### src/rtl/p1v_reset_gen.sv
// p1v_reset_gen: merges power, pushbutton and soft reset sources into one held, glitch-free active-low core reset
//   clock_160   system clock, all logic on posedge
//   nres        synchronous active-low power/config reset
//   btn_resn    raw asynchronous bouncing pushbutton, active-low
//   soft_req    synchronous one-cycle soft-reset request, active-high
//   inp_resn    conditioned core reset, active-low, registered
//   reset_to    one-cycle pulse on the first cycle inp_resn reads 1 after a hold
//   reset_cause last cause: 00 power, 01 button, 10 soft
module p1v_reset_gen #(
  parameter int SYNC_STAGES     = 2,
  parameter int DEBOUNCE_CYCLES = 160000,
  parameter int HOLD_CYCLES     = 16000000
) (
  input  logic       clock_160,
  input  logic       nres,
  input  logic       btn_resn,
  input  logic       soft_req,
  output logic       inp_resn,
  output logic       reset_to,
  output logic [1:0] reset_cause
);
  localparam int CW = $clog2(HOLD_CYCLES > DEBOUNCE_CYCLES ? HOLD_CYCLES : DEBOUNCE_CYCLES);
  localparam logic [CW-1:0] HOLD_LAST = CW'(HOLD_CYCLES - 1);
  localparam logic [CW-1:0] DEB_LAST = CW'(DEBOUNCE_CYCLES - 1);
  typedef enum logic [1:0] {HOLD, RUN, PRESS} state_t;
  state_t state;
  logic [CW-1:0] cnt;
  logic [SYNC_STAGES-1:0] sync;
  logic btn_s;
  assign btn_s = sync[SYNC_STAGES-1];
  // cnt is shared: hold timer in HOLD, stable-level debounce count in RUN and PRESS
  always_ff @(posedge clock_160) begin
    if (!nres) begin
      state       <= HOLD;
      cnt         <= '0;
      inp_resn    <= 1'b0;
      reset_to    <= 1'b0;
      reset_cause <= 2'b00;
      sync        <= '1;
    end else begin
      sync     <= {sync[SYNC_STAGES-2:0], btn_resn};
      reset_to <= 1'b0;
      case (state)
        HOLD:
          if (soft_req) begin
            cnt         <= '0;
            reset_cause <= 2'b10;
          end else if (cnt == HOLD_LAST) begin
            state    <= RUN;
            cnt      <= '0;
            inp_resn <= 1'b1;
            reset_to <= 1'b1;
          end else cnt <= cnt + CW'(1);
        RUN:
          // a completed button debounce outranks a simultaneous soft request
          if (!btn_s && cnt == DEB_LAST) begin
            state       <= PRESS;
            cnt         <= '0;
            inp_resn    <= 1'b0;
            reset_cause <= 2'b01;
          end else if (soft_req) begin
            state       <= HOLD;
            cnt         <= '0;
            inp_resn    <= 1'b0;
            reset_cause <= 2'b10;
          end else cnt <= btn_s ? '0 : cnt + CW'(1);
        PRESS:
          if (btn_s && cnt == DEB_LAST) begin
            state <= HOLD;
            cnt   <= '0;
          end else cnt <= btn_s ? cnt + CW'(1) : '0;
        default: begin
          state    <= HOLD;
          cnt      <= '0;
          inp_resn <= 1'b0;
        end
      endcase
    end
  end
endmodule

### config.mk
export PLATFORM = sky130hd
export DESIGN_NAME = p1v_reset_gen
export DESIGN_NICKNAME = d
export VERILOG_FILES = /design/src/rtl/p1v_reset_gen.sv
export SDC_FILE = /design/constraint.sdc
export NUM_CORES = 1
export LEC_CHECK = 0
export CAP_MARGIN = 10
export CELL_PAD_IN_SITES_DETAIL_PLACEMENT = 0
export CELL_PAD_IN_SITES_GLOBAL_PLACEMENT = 1
export CORE_AREA = 2 2 65 67
export DETAILED_ROUTE_END_ITERATION = 8
export DIE_AREA = 0 0 67 69
export GPL_TIMING_DRIVEN = 0
export PLACE_DENSITY_LB_ADDON = 0.1
export SYNTH_ARGS = -nofsm -noshare
export SYNTH_HDL_FRONTEND = slang
export SYNTH_SLANG_ARGS = --single-unit
### constraint.sdc
create_clock -name clock_160 -period 4.8 [get_ports clock_160]
set_input_delay 0.48 -clock clock_160 [delete_from_list [all_inputs] [get_ports clock_160]]
set_output_delay 0.48 -clock clock_160 [all_outputs]
set_load 0.01 [all_outputs]
==> impl_metrics.yaml, run 1 <==
layout:
  fin_area_um2: 1740
  fill_cells: 400
  final_nets: 182
  area_growth_pct: 14.0
  layout-drive-gt1-share: 0.124
  antennaDiodeCount: 0
route:
  wl_um: 3090
  wl_per_cell_um: 13.6
  drt_iter0_markers: 17
  drc: 0
  vias: 1166
  dr.pass1.iters: 4
  final_antenna_net_count: 0
  drt-vias-per-instance: 5.11
placement:
  dp_hpwl_um: 2300
  dpl_cell_area_um2: 1650
  port_buffers: 6
  place_congestion: 0.763
clock_tree:
  path_clk_slew_ns: 0.06
  numCtsBuffers: 5
  postCtsHoldBufs: 0
  cts_buffer_depth: 2
  htree_levels: 2
  clock_latency_ns: 0.28
  cts_resized: 0
  cts_tree: "built"
  root_buffer: "clkbuf_8"
  post_cts_buffers: 0
  cts_sinks: 32
sta:
  finClkSkew_ns: 0.00234
  max_freq_mhz: 526
  period_share: 0.396
  finalMaxSlewViolations: 0
  relSlewSlack: 0.618
  hold_viol_final: 0
  period_needed_ns: 1.90
  finalSetupTns_ns: 0
  finalSetupViolCount: 0
  grt_setup_unrepaired: "no"
  worstMarginPinSlew_ns: 0.567
grt:
  grt_antenna_before_repair: 0
  grt_pass1_wl_um: 5250
  grt_pass1_vias: 1138
  overflow: 0
  grt_start_max_net_pins: 11
  track_usage: 0.154
critical_path:
  critPathMaxStageDelay_ns: 0.37
  critPathMaxFanout: 10
  path_buf_inv: 2
  crit_type: "flop to flop"
  slowest_stage: "dfxtp_1"
  start_kind: "flop"
  cp.arrival_ns: 2.08
  crit_chain: "ha_1 -> clkbuf_2 -> nand4_4 -> nor3_4 -> a2bb2oi_4 -> buf_6 -> nor2_1"
  end_kind: "flop"
  crit_family: "simple AND/OR/NAND/NOR gates"
  crit_required_ns: 4.98
floorplanning:
  dieWidth_um: 67
  pin_count: 8
  die_y_um: 69
  coreArea_um2: 3910
  dieArea_um2: 4620
  row_count: 23
  start_util: 0.389
logic_synthesis:
  ys_seq_elements: 32
  yosys-top-cells-area: "dfxtp_1 (42%), xor2_1 (8.6%), nor2_1 (7.6%), nand3_1 (4.6%), xnor2_1 (4.0%)"
  synth.distinct_cells: 38
  syn_area_um2: 1520
  synth.net_count: 169
  ys_warn_count: 0
  synth_top_cell_by_area: "dfxtp_1"
  ys_seq_area_frac: 0.421
  postSynthCellCount: 164
  synth.top_cell.area_share: 0.421
  avgSynthCellArea_um2: 9.28
worst_hold_path:
  hold_path.class: "input port to flop"
power_and_ir_drop:
  p_leak_nw: 0.624
  cellPowerDensity_nw_per_um2: 287
  irDropWorstVdd_v: 0.000150
run:
  maxCapViolations: 0
outcome:
  status: "finished clean"
-- path summary, 6_finish.rpt --
path           start       to  slack, ns  cells past startpoint
max reg2reg   cnt[0]   cnt[9]       2.90                      7
max           cnt[0]   cnt[9]       2.90                      7
min reg2reg  sync[0]  sync[1]       0.44                      1
min             nres  sync[1]       0.40                      2
-- layout make-up --
type / instances / area (um^2) / share of cell area
plain buffers: 5 / 43.8 / 0.0252
clock buffers: 8 / 90.1 / 0.0519
inverters: 3 / 11.3 / 0.00649
multi-input cells: 124 / 827 / 0.477
flip-flops and latches: 32 / 641 / 0.369
well taps: 50 / 62.6 / 0.0360
repair buffers: 6 / 60.1 / 0.0346
-- power by group --
group | internal, mW | total, mW | leakage (nW) | switching [mW]
logic | 0.00756 | 0.0156 | 0.320 | 0.00808
clock network | 0.117 | 0.213 | 0.0455 | 0.0962
registers | 0.268 | 0.269 | 0.259 | 0.00160
-- metal layers --
layer	vias to the layer above	global-route usage	share of wire
met1	555	0.172	0.44
met2	15	0.256	0.50
met4	0	0.0748	0.021
met3	7	0.0489	0.032
met5	-	0	0
li1	589	-	-
-- Yosys cell counts --
| master | number |
|---|---|
| a21boi_0 | 1 |
| a21oi_1 | 4 |
| a2bb2oi_4 | 1 |
| a31o_2 | 1 |
| and2_1 | 1 |
| and3_1 | 2 |
| and3_2 | 1 |
| and4_1 | 1 |
| and4_4 | 1 |
| buf_2 | 1 |
| buf_6 | 3 |
| clkbuf_2 | 1 |
| dfxtp_1 | 32 |
| ha_1 | 1 |
| inv_1 | 3 |
| nand2_1 | 11 |
| nand2b_1 | 4 |
| nand3_1 | 14 |
| nand3_2 | 1 |
| nand3b_1 | 1 |
| nand4_1 | 3 |
| nand4_4 | 2 |
| nand4b_1 | 1 |
| nand4bb_1 | 1 |
| nor2_1 | 31 |
| nor2b_1 | 2 |
| nor3_1 | 3 |
| nor3_4 | 1 |
| nor4_1 | 6 |
| nor4_4 | 1 |
| nor4b_1 | 1 |
| nor4b_4 | 1 |
| o211ai_1 | 1 |
| o21ai_0 | 1 |
| o31ai_1 | 1 |
| or2_2 | 1 |
| xnor2_1 | 7 |
| xor2_1 | 15 |
-- registers in the layout, indices dropped and copies added (netlist names) --
register     count
reset_cause      2
sync             2
inp_resn         1
state            2
reset_to         1
cnt             24
-- cells by family after synthesis --
logic type,after synthesis,share of synthesized area
buffers and inverters,8,0.0361
DFF,32,0.421
AOI/OAI and AO/OA,10,0.0542
and+or+nand+nor,91,0.354
xor gates and xnor gates,22,0.127
adders and majority gates,1,0.00822
-- layout by cell type (no fill, tap or decap), types with 6 or more instances in the layout --
master and instances:
xor2_1 15, clkdlybuf4s50_1 6, nor2_1 31, nand3_1 14
dfxtp_1 32, xnor2_1 7, nor4_1 6, nand2_1 11
clkbuf_8 6
-- stage by stage --
stage	std cells	hold slack (ns)	utilization	power, mW	setup slack (ns)
after detailed placement	220	0.429	0.420	0.291	2.86
after global routing	228	0.401	0.443	0.524	2.65
final	228	0.395	0.443	0.498	2.90
after CTS	228	0.388	0.443	0.504	2.86
after global placement	220	0.395	0.420	0.291	2.89
after floorplan	164	0.386	-	0.285	3.17
No activity file was read; power rests on OpenSTA's default activity.
==> run 2: changes to the inputs <==
clock period = 1.7 ns   (was 4.8 ns; I/O delays follow)
==> impl_metrics.yaml, run 2 (synthesis results as in run 1) <==
outcome:
  status: "complete, but fails checks"
  violations: "negative setup slack"
floorplanning:
  row_count: 23
  start_util: 0.389
  coreArea_um2: 3910
  die_y_um: 69
  dieArea_um2: 4620
  pin_count: 8
  dieWidth_um: 67
critical_path:
  critical_path.startpoint: "cnt[2]"
  reg2reg_depth: 6
  r2r_end: "cnt[23]"
  slowest_stage: "dfxtp_4"
  start_kind: "flop"
  worstReg2RegStart: "cnt[2]"
  cp.arrival_ns: 1.88
  crit_family: "simple AND/OR/NAND/NOR gates"
  end_kind: "flop"
  crit_required_ns: 1.88
  r2r_setup_slack_ns: -0.003
  critPathMaxFanout: 6
  path_buf_inv: 1
  crit_chain: "and4_4 -> nand4_4 -> nor3_4 -> a2bb2oi_4 -> buf_6 -> nor2_2"
  cp_num_cells: 6
  crit_type: "flop to flop"
  critical_path.endpoint: "cnt[23]"
  critPathMaxStageDelay_ns: 0.37
placement:
  port_buffers: 6
  dp_hpwl_um: 2300
  dpl_cell_area_um2: 1650
  place_congestion: 0.763
route:
  wl_per_cell_um: 14.3
  vias: 1252
  final_antenna_net_count: 0
  drt_iter0_markers: 21
  drt-vias-per-instance: 5.09
  wl_um: 3530
  drc: 0
  dr.pass1.iters: 4
grt:
  grt_pass1_wl_um: 5780
  grt_pass1_vias: 1255
  track_usage: 0.169
  grt_start_max_net_pins: 11
  grt_antenna_before_repair: 0
  overflow: 0
power_and_ir_drop:
  p_sw_frac: 0.219
  p_leak_nw: 0.744
  p_seq_frac: 0.529
  cellPowerDensity_nw_per_um2: 703
  intPower_mw: 1.11
  power.net_switching_mw: 0.312
  pwr-share-comb: 0.044
  irDropWorstVdd_v: 0.000410
  p_clk_frac: 0.427
layout:
  largest_register_ffs: 24
  area_growth_pct: 32.9
  fin_area_um2: 2020
  layout_commonest_cell: "nor2_1"
  largest-register: "cnt"
  post-route-util: 0.517
  final_cell_mix: "nor2_1 (19), buf_4 (17), xor2_1 (15), nand3_1 (14), dfxtp_2 (14)"
  fill_cells: 383
  layout-drive-gt1-share: 0.403
  antennaDiodeCount: 0
  final_nets: 200
  multi_input_area_um2: 926
  regArea_um2: 677
sta:
  relSlewSlack: 0.700
  fin_ws_ns: -0.00304
  max_freq_mhz: 587
  period_share: 1.00
  worstMarginPinSlew_ns: 0.448
  grt_setup_unrepaired: "yes"
  period_needed_ns: 1.70
  hold_viol_final: 0
  finalSetupViolCount: 2
  finalMaxSlewViolations: 0
  finClkSkew_ns: 0.00778
worst_hold_path:
  hold_path.class: "input port to flop"
clock_tree:
  path_clk_slew_ns: 0.06
  root_buffer: "clkbuf_8"
  cts_buffer_depth: 2
  clock_latency_ns: 0.29
  numCtsBuffers: 5
  cts_tree: "built"
  htree_levels: 2
  cts_sinks: 32
  postCtsHoldBufs: 0
run:
  maxCapViolations: 0
[run 2: cell types whose count changed in the layout (fill, tap and decap cells not counted), sizes merged]
cell | previous run | this run
buf | 4 | 22
[run 2: routing by layer]
| layer | track usage | wire, um |
|---|---|---|
| met1 | 0.174 | 1460 |
| met2 | 0.301 | 1890 |
| met3 | 0.0489 | 107 |
| met4 | 0.0862 | 72 |
| met5 | 0 | 0 |
[run 2: metrics by stage]
step	std cells	setup slack (ns)	hold WS (ns)	TNS [ns]	power, mW
floorplan	164	0.0672	0.271	0	0.805
global placement	220	-0.206	0.374	-4.40	0.822
detailed placement	220	-0.236	0.379	-4.92	0.823
CTS	240	0.00204	0.0782	0	1.43
global route	246	-0.0684	0.0923	-1.34	1.49
finish	246	-0.00304	0.0821	-0.00436	1.42
[run 2: how the worst min path moves through the flow]
| stage | start | endpoint | cells past startpoint |
|---|---|---|---|
| finish | nres | sync[1] | 2 |
| global route | nres | sync[1] | 2 |
| CTS | nres | sync[1] | 2 |
| detailed placement | nres | sync[1] | 2 |
| global placement | nres | sync[0] | 2 |
| floorplan | btn_resn | sync[0] | 1 |
[run 2: what timing repair did]
item,in CTS,in global routing
gates resized for setup,39,15
setup buffers,10,6
gates cloned,2,0
endpoints found under the setup margin,26,25
pin swaps,8,11
[run 2: area by class of cell]
cell class,instances,share of cell area
well taps,50,0.0309
clock buffers,8,0.0445
repair buffers,24,0.100
flip-flops and latches,32,0.334
multi-input cells,124,0.457
plain buffers,5,0.0272
inverters,3,0.00556
[run 2: worst reg2reg max path: stages, from the launching register on]
cell	delay (ns)
dfxtp_4	0.37
and4_4	0.27
nand4_4	0.13
nor3_4	0.29
a2bb2oi_4	0.30
buf_6	0.18
nor2_2	0.04
[run 2: power groups by stage]
| stage | logic [mW] | clock network [mW] | registers (mW) |
|---|---|---|---|
| after floorplan | 0.0281 | 0 | 0.777 |
| after global placement | 0.0448 | 0 | 0.777 |
| after detailed placement | 0.0452 | 0 | 0.777 |
| after CTS | 0.0571 | 0.616 | 0.752 |
| after global routing | 0.0680 | 0.675 | 0.752 |
| final | 0.0626 | 0.608 | 0.752 |
==> run 3: changes to the inputs <==
SKIP_LAST_GASP = 1   (was default)
==> impl_metrics.yaml, run 3 (synthesis results as in run 1) <==
power_and_ir_drop:
  irDropWorstVdd_v: 0.000410
  intPower_mw: 1.11
  p_seq_frac: 0.529
  p_leak_nw: 0.744
  power_mw: 1.42
  p_sw_frac: 0.219
  cellPowerDensity_nw_per_um2: 705
  p_clk_frac: 0.427
  pwr-share-comb: 0.044
  power.net_switching_mw: 0.312
route:
  drt-vias-per-instance: 5.07
  vias: 1246
  wl_per_cell_um: 14.2
  final_antenna_net_count: 0
  drt_iter0_markers: 16
  wl_um: 3490
  drc: 0
  dr.pass1.iters: 4
floorplanning:
  die_y_um: 69
  pin_count: 8
  start_util: 0.389
  row_count: 23
  dieArea_um2: 4620
  dieWidth_um: 67
  coreArea_um2: 3910
sta:
  max_freq_mhz: 586
  fin_ws_ns: -0.00684
  finalMaxSlewViolations: 0
  finClkSkew_ns: 0.00745
  finalSetupTns_ns: -0.0345
  relSlewSlack: 0.700
  period_share: 1.00
  period_needed_ns: 1.71
  finalSetupViolCount: 9
  worstMarginPinSlew_ns: 0.449
  grt_setup_unrepaired: "yes"
  hold_viol_final: 0
clock_tree:
  path_clk_slew_ns: 0.06
  cts_buffer_depth: 2
  root_buffer: "clkbuf_8"
  clock_latency_ns: 0.29
  numCtsBuffers: 5
  cts_sinks: 32
  cts_tree: "built"
  htree_levels: 2
layout:
  final_cell_mix: "nor2_1 (20), buf_4 (17), xor2_1 (15), nand3_1 (14), dfxtp_2 (14)"
  largest-register: "cnt"
  layout_commonest_cell: "nor2_1"
  final_nets: 200
  antennaDiodeCount: 0
  largest_register_ffs: 24
  fin_area_um2: 2020
  area_growth_pct: 32.5
  stdcell_count: 246
  layout-drive-gt1-share: 0.393
grt:
  grt_pass1_wl_um: 5780
  grt_start_max_net_pins: 11
  track_usage: 0.169
  grt_antenna_before_repair: 0
  overflow: 0
  grt_pass1_vias: 1255
critical_path:
  crit_type: "flop to flop"
  crit_family: "simple AND/OR/NAND/NOR gates"
  slowest_stage: "dfxtp_4"
  end_kind: "flop"
  start_kind: "flop"
  r2r_setup_slack_ns: -0.007
  cp.arrival_ns: 1.89
  crit_required_ns: 1.88
  critPathMaxStageDelay_ns: 0.37
  critPathMaxFanout: 6
  path_buf_inv: 1
  crit_chain: "and4_4 -> nand4_4 -> nor3_4 -> a2bb2oi_4 -> buf_6 -> nor2_1"
placement:
  dpl_cell_area_um2: 1650
  port_buffers: 6
  dp_cells: 220
  place_congestion: 0.763
  dp_hpwl_um: 2300
run:
  maxCapViolations: 0
worst_hold_path:
  hold_path.class: "input port to flop"
outcome:
  violations: "negative setup slack"
  status: "complete, but fails checks"
-- run 3: cell count changes in the layout (fill, tap and decap cells not counted) --
cell,delta
nor2_1,+1
nor2_2,-1
a21oi_2,-1
a21oi_1,+1
-- run 3: worst register-to-register path: cells and delay by family, from the launching register on --
family / cells / cell delay, ns
flops: 1 / 0.37
simple gates: 4 / 0.75
compound gates: 1 / 0.30
buf+inv: 1 / 0.17
-- run 3: timing repair --
action                                  CTS  global route
endpoints found under the setup margin   26            25
gates cloned                              2             0
endpoints found under the hold margin     0             0
resized for setup                        39            13
buffers inserted                         10             6
hold buffers                              0             0
pin swaps                                 8            10
-- run 3: area by class of cell --
| type | count | area, um^2 |
|---|---|---|
| fill | 383 | 1900 |
| tap | 50 | 62.6 |
| sequential | 32 | 677 |
| buffer | 5 | 55.1 |
| inverter | 3 | 11.3 |
| clock buffer | 8 | 90.1 |
| timing repair buffer | 24 | 203 |
| multi-input combinational | 124 | 920 |
-- run 3: power by group through the flow --
stage / registers (mW) / clock network (mW) / logic, mW
after detailed placement: 0.777 / 0 / 0.0452
final: 0.752 / 0.608 / 0.0625
after floorplan: 0.777 / 0 / 0.0281
after global placement: 0.777 / 0 / 0.0448
after global routing: 0.752 / 0.675 / 0.0678
after CTS: 0.752 / 0.616 / 0.0571
-- run 3: worst paths after layout --
path,from,end,cells after the start
max,cnt[2],cnt[21],6
min,nres,sync[1],2
max reg2reg,cnt[2],cnt[21],6
min reg2reg,sync[0],sync[1],1
-- run 3: per-layer routing --
layer	track usage	vias to the layer above	part of all wire	wire length [um]
met2	0.301	15	0.54	1870
met5	0	-	0	0
met1	0.174	596	0.42	1450
li1	-	626	-	-
met3	0.0489	9	0.025	89
met4	0.0862	0	0.023	80
-- run 3: metrics by stage --
step / util / hold slack [ns] / setup slack (ns)
finish: 0.516 / 0.0829 / -0.00684
global route: 0.516 / 0.0923 / -0.0716
CTS: 0.496 / 0.0782 / 0.00204
detailed placement: 0.420 / 0.379 / -0.236
global placement: 0.420 / 0.374 / -0.206
floorplan: - / 0.271 / 0.0672
==> RTL change (flow settings as in run 2) <==
The parameter `HOLD_CYCLES` goes from 16000000 to 8000000.
--- a/src/rtl/p1v_reset_gen.sv
+++ b/src/rtl/p1v_reset_gen.sv
@@ -10,5 +10,5 @@
   parameter int SYNC_STAGES     = 2,
   parameter int DEBOUNCE_CYCLES = 160000,
-  parameter int HOLD_CYCLES     = 16000000
+  parameter int HOLD_CYCLES     = 8000000
 ) (
   input  logic       clock_160,
Behaviour: no difference found for any inputs over 10 cycles, from zero or initial values; that may be too few to reach the edited logic, so the function may still have changed.
==> RTL change against run 2 <==
  * Final area grew 2.7%
  * Worst setup slack gained 0.015 ns
  * Synthesized area grew 3.0%
  * Total power shrank 0.24%
  * Count of clock-buffer cells in the layout is the same
  * Sequential cell count shrank 1
  * Routed wire length grew 4.8%
  * Critical endpoint is now inp_resn
  * Largest cell class unchanged
==> RTL change: results (changes against run 2) <==
* Mapped Cells at 161 (was 164)
* 1st-iter DRT viols at 31 (was 21)
* Post-Route WL at 3700 um (was 3530 um)
* Largest register FFs at 23 (was 24)
* Layout cells sized above 1 at 36.4% (was 40.3%)
* Worst path max stage delay at 0.39 ns (was 0.37 ns)
* Setup crit end: inp_resn (was cnt[23])
* Post-layout net count at 191 (was 200)
* Routability cong. at 0.688 (was 0.763)
* Tot GR Track Use at 16.9% (about the same)
* Total placed cells including tap cells at 217 (was 220)
* Crit path max fanout at 4 (was 6)
* Least-Margin Pin Slew at 0.512 ns (was 0.448 ns)
* Placed standard-cell area at 1690 um2 (was 1650 um2)
* Pleak at 0.717 nW (was 0.744 nW)
* Met1 WL at 1720 um (was 1460 um)
* Critical-path top delay cell: nor4b_4 (was dfxtp_4)
* Ranking of synthesized cells by area: dfxtp_1 (40%), a21oi_1 (4.2%), xor2_1 (3.9%) (was dfxtp_1 (42%), xor2_1 (8.6%), nor2_1 (7.6%))
* Skew final at 0.00485 ns (was 0.00778 ns)
* Metal3 WL at 120 um (was 107 um)
* Cell variety after synth at 45 (was 38)
* DR WL/cell at 15.6 um (was 14.3 um)
* CTS max path bufs at 2 (unchanged)
* Biggest register: cnt (unchanged)
* Sequential-to-total area share from yosys stat at 39.6% (was 42.1%)
* M1 GR Usage at 22.7% (was 17.4%)
* R2R Setup Slk at 0.01 ns (was -0.003 ns)
* Most common library cells after synthesis: dfxtp_1 (31), a21oi_1 (13), a22oi_1 (8), o21ai_0 (8), or3_1 (8) (was dfxtp_1 (32), nor2_1 (31), xor2_1 (15), nand3_1 (14), nand2_1 (11))
* CP Launch Point: cnt[9] (was cnt[2])
* Hold Slack at 0.169 ns (was 0.0821 ns)
* Vias at 1340 (was 1252)
* First-pass GRT wire length at 5870 um (was 5780 um)
* Met2 wire len at 1790 um (was 1890 um)
* Max VDD drop at 0.486 mV (was 0.410 mV)
* Status: completed (was finished with violations)
* GR Layer Usage met3 at 6.36% (was 4.89%)
* Grt met2 use at 24.6% (was 30.1%)
* Post-Syn Nets at 166 (was 169)
* Number of global-route vias before repair at 1202 (was 1255)
* Final setup viols at 0 (was 2)
## RTL change: where the power goes
part           switching [mW]  total, mW  internal, mW  leakage [nW]
clock network           0.258      0.627         0.369        0.0515
registers             0.00546      0.736         0.731         0.257
logic                  0.0278     0.0557        0.0279         0.408
total                   0.292       1.42          1.13         0.717
## RTL change: repair_timing
item / CTS / global route
setup buffers: 7 / 4
resized for setup: 18 / 32
setup endpoints to repair: 24 / 28
pin swaps: 6 / 5
gates cloned: 1 / 1
## RTL change: area by class of cell
class	instances	area, um2
fill	378	1830
sequential	31	641
clock buffer	8	100
multi-input combinational	118	1020
inverter	4	15.0
buffer	7	68.8
tap	50	62.6
timing repair buffer	19	176
## RTL change: logic make-up (layout without fill, tap and decap cells)
logic type	after synthesis	in the layout	synth area share [%]
adders and majority gates	2	2	1.44
and+or+nand+nor	62	62	29.8
xor gates and xnor gates	11	11	6.15
buffers and inverters	12	38	4.39
AOI/OAI and AO/OA	43	43	18.7
DFF	31	31	39.6
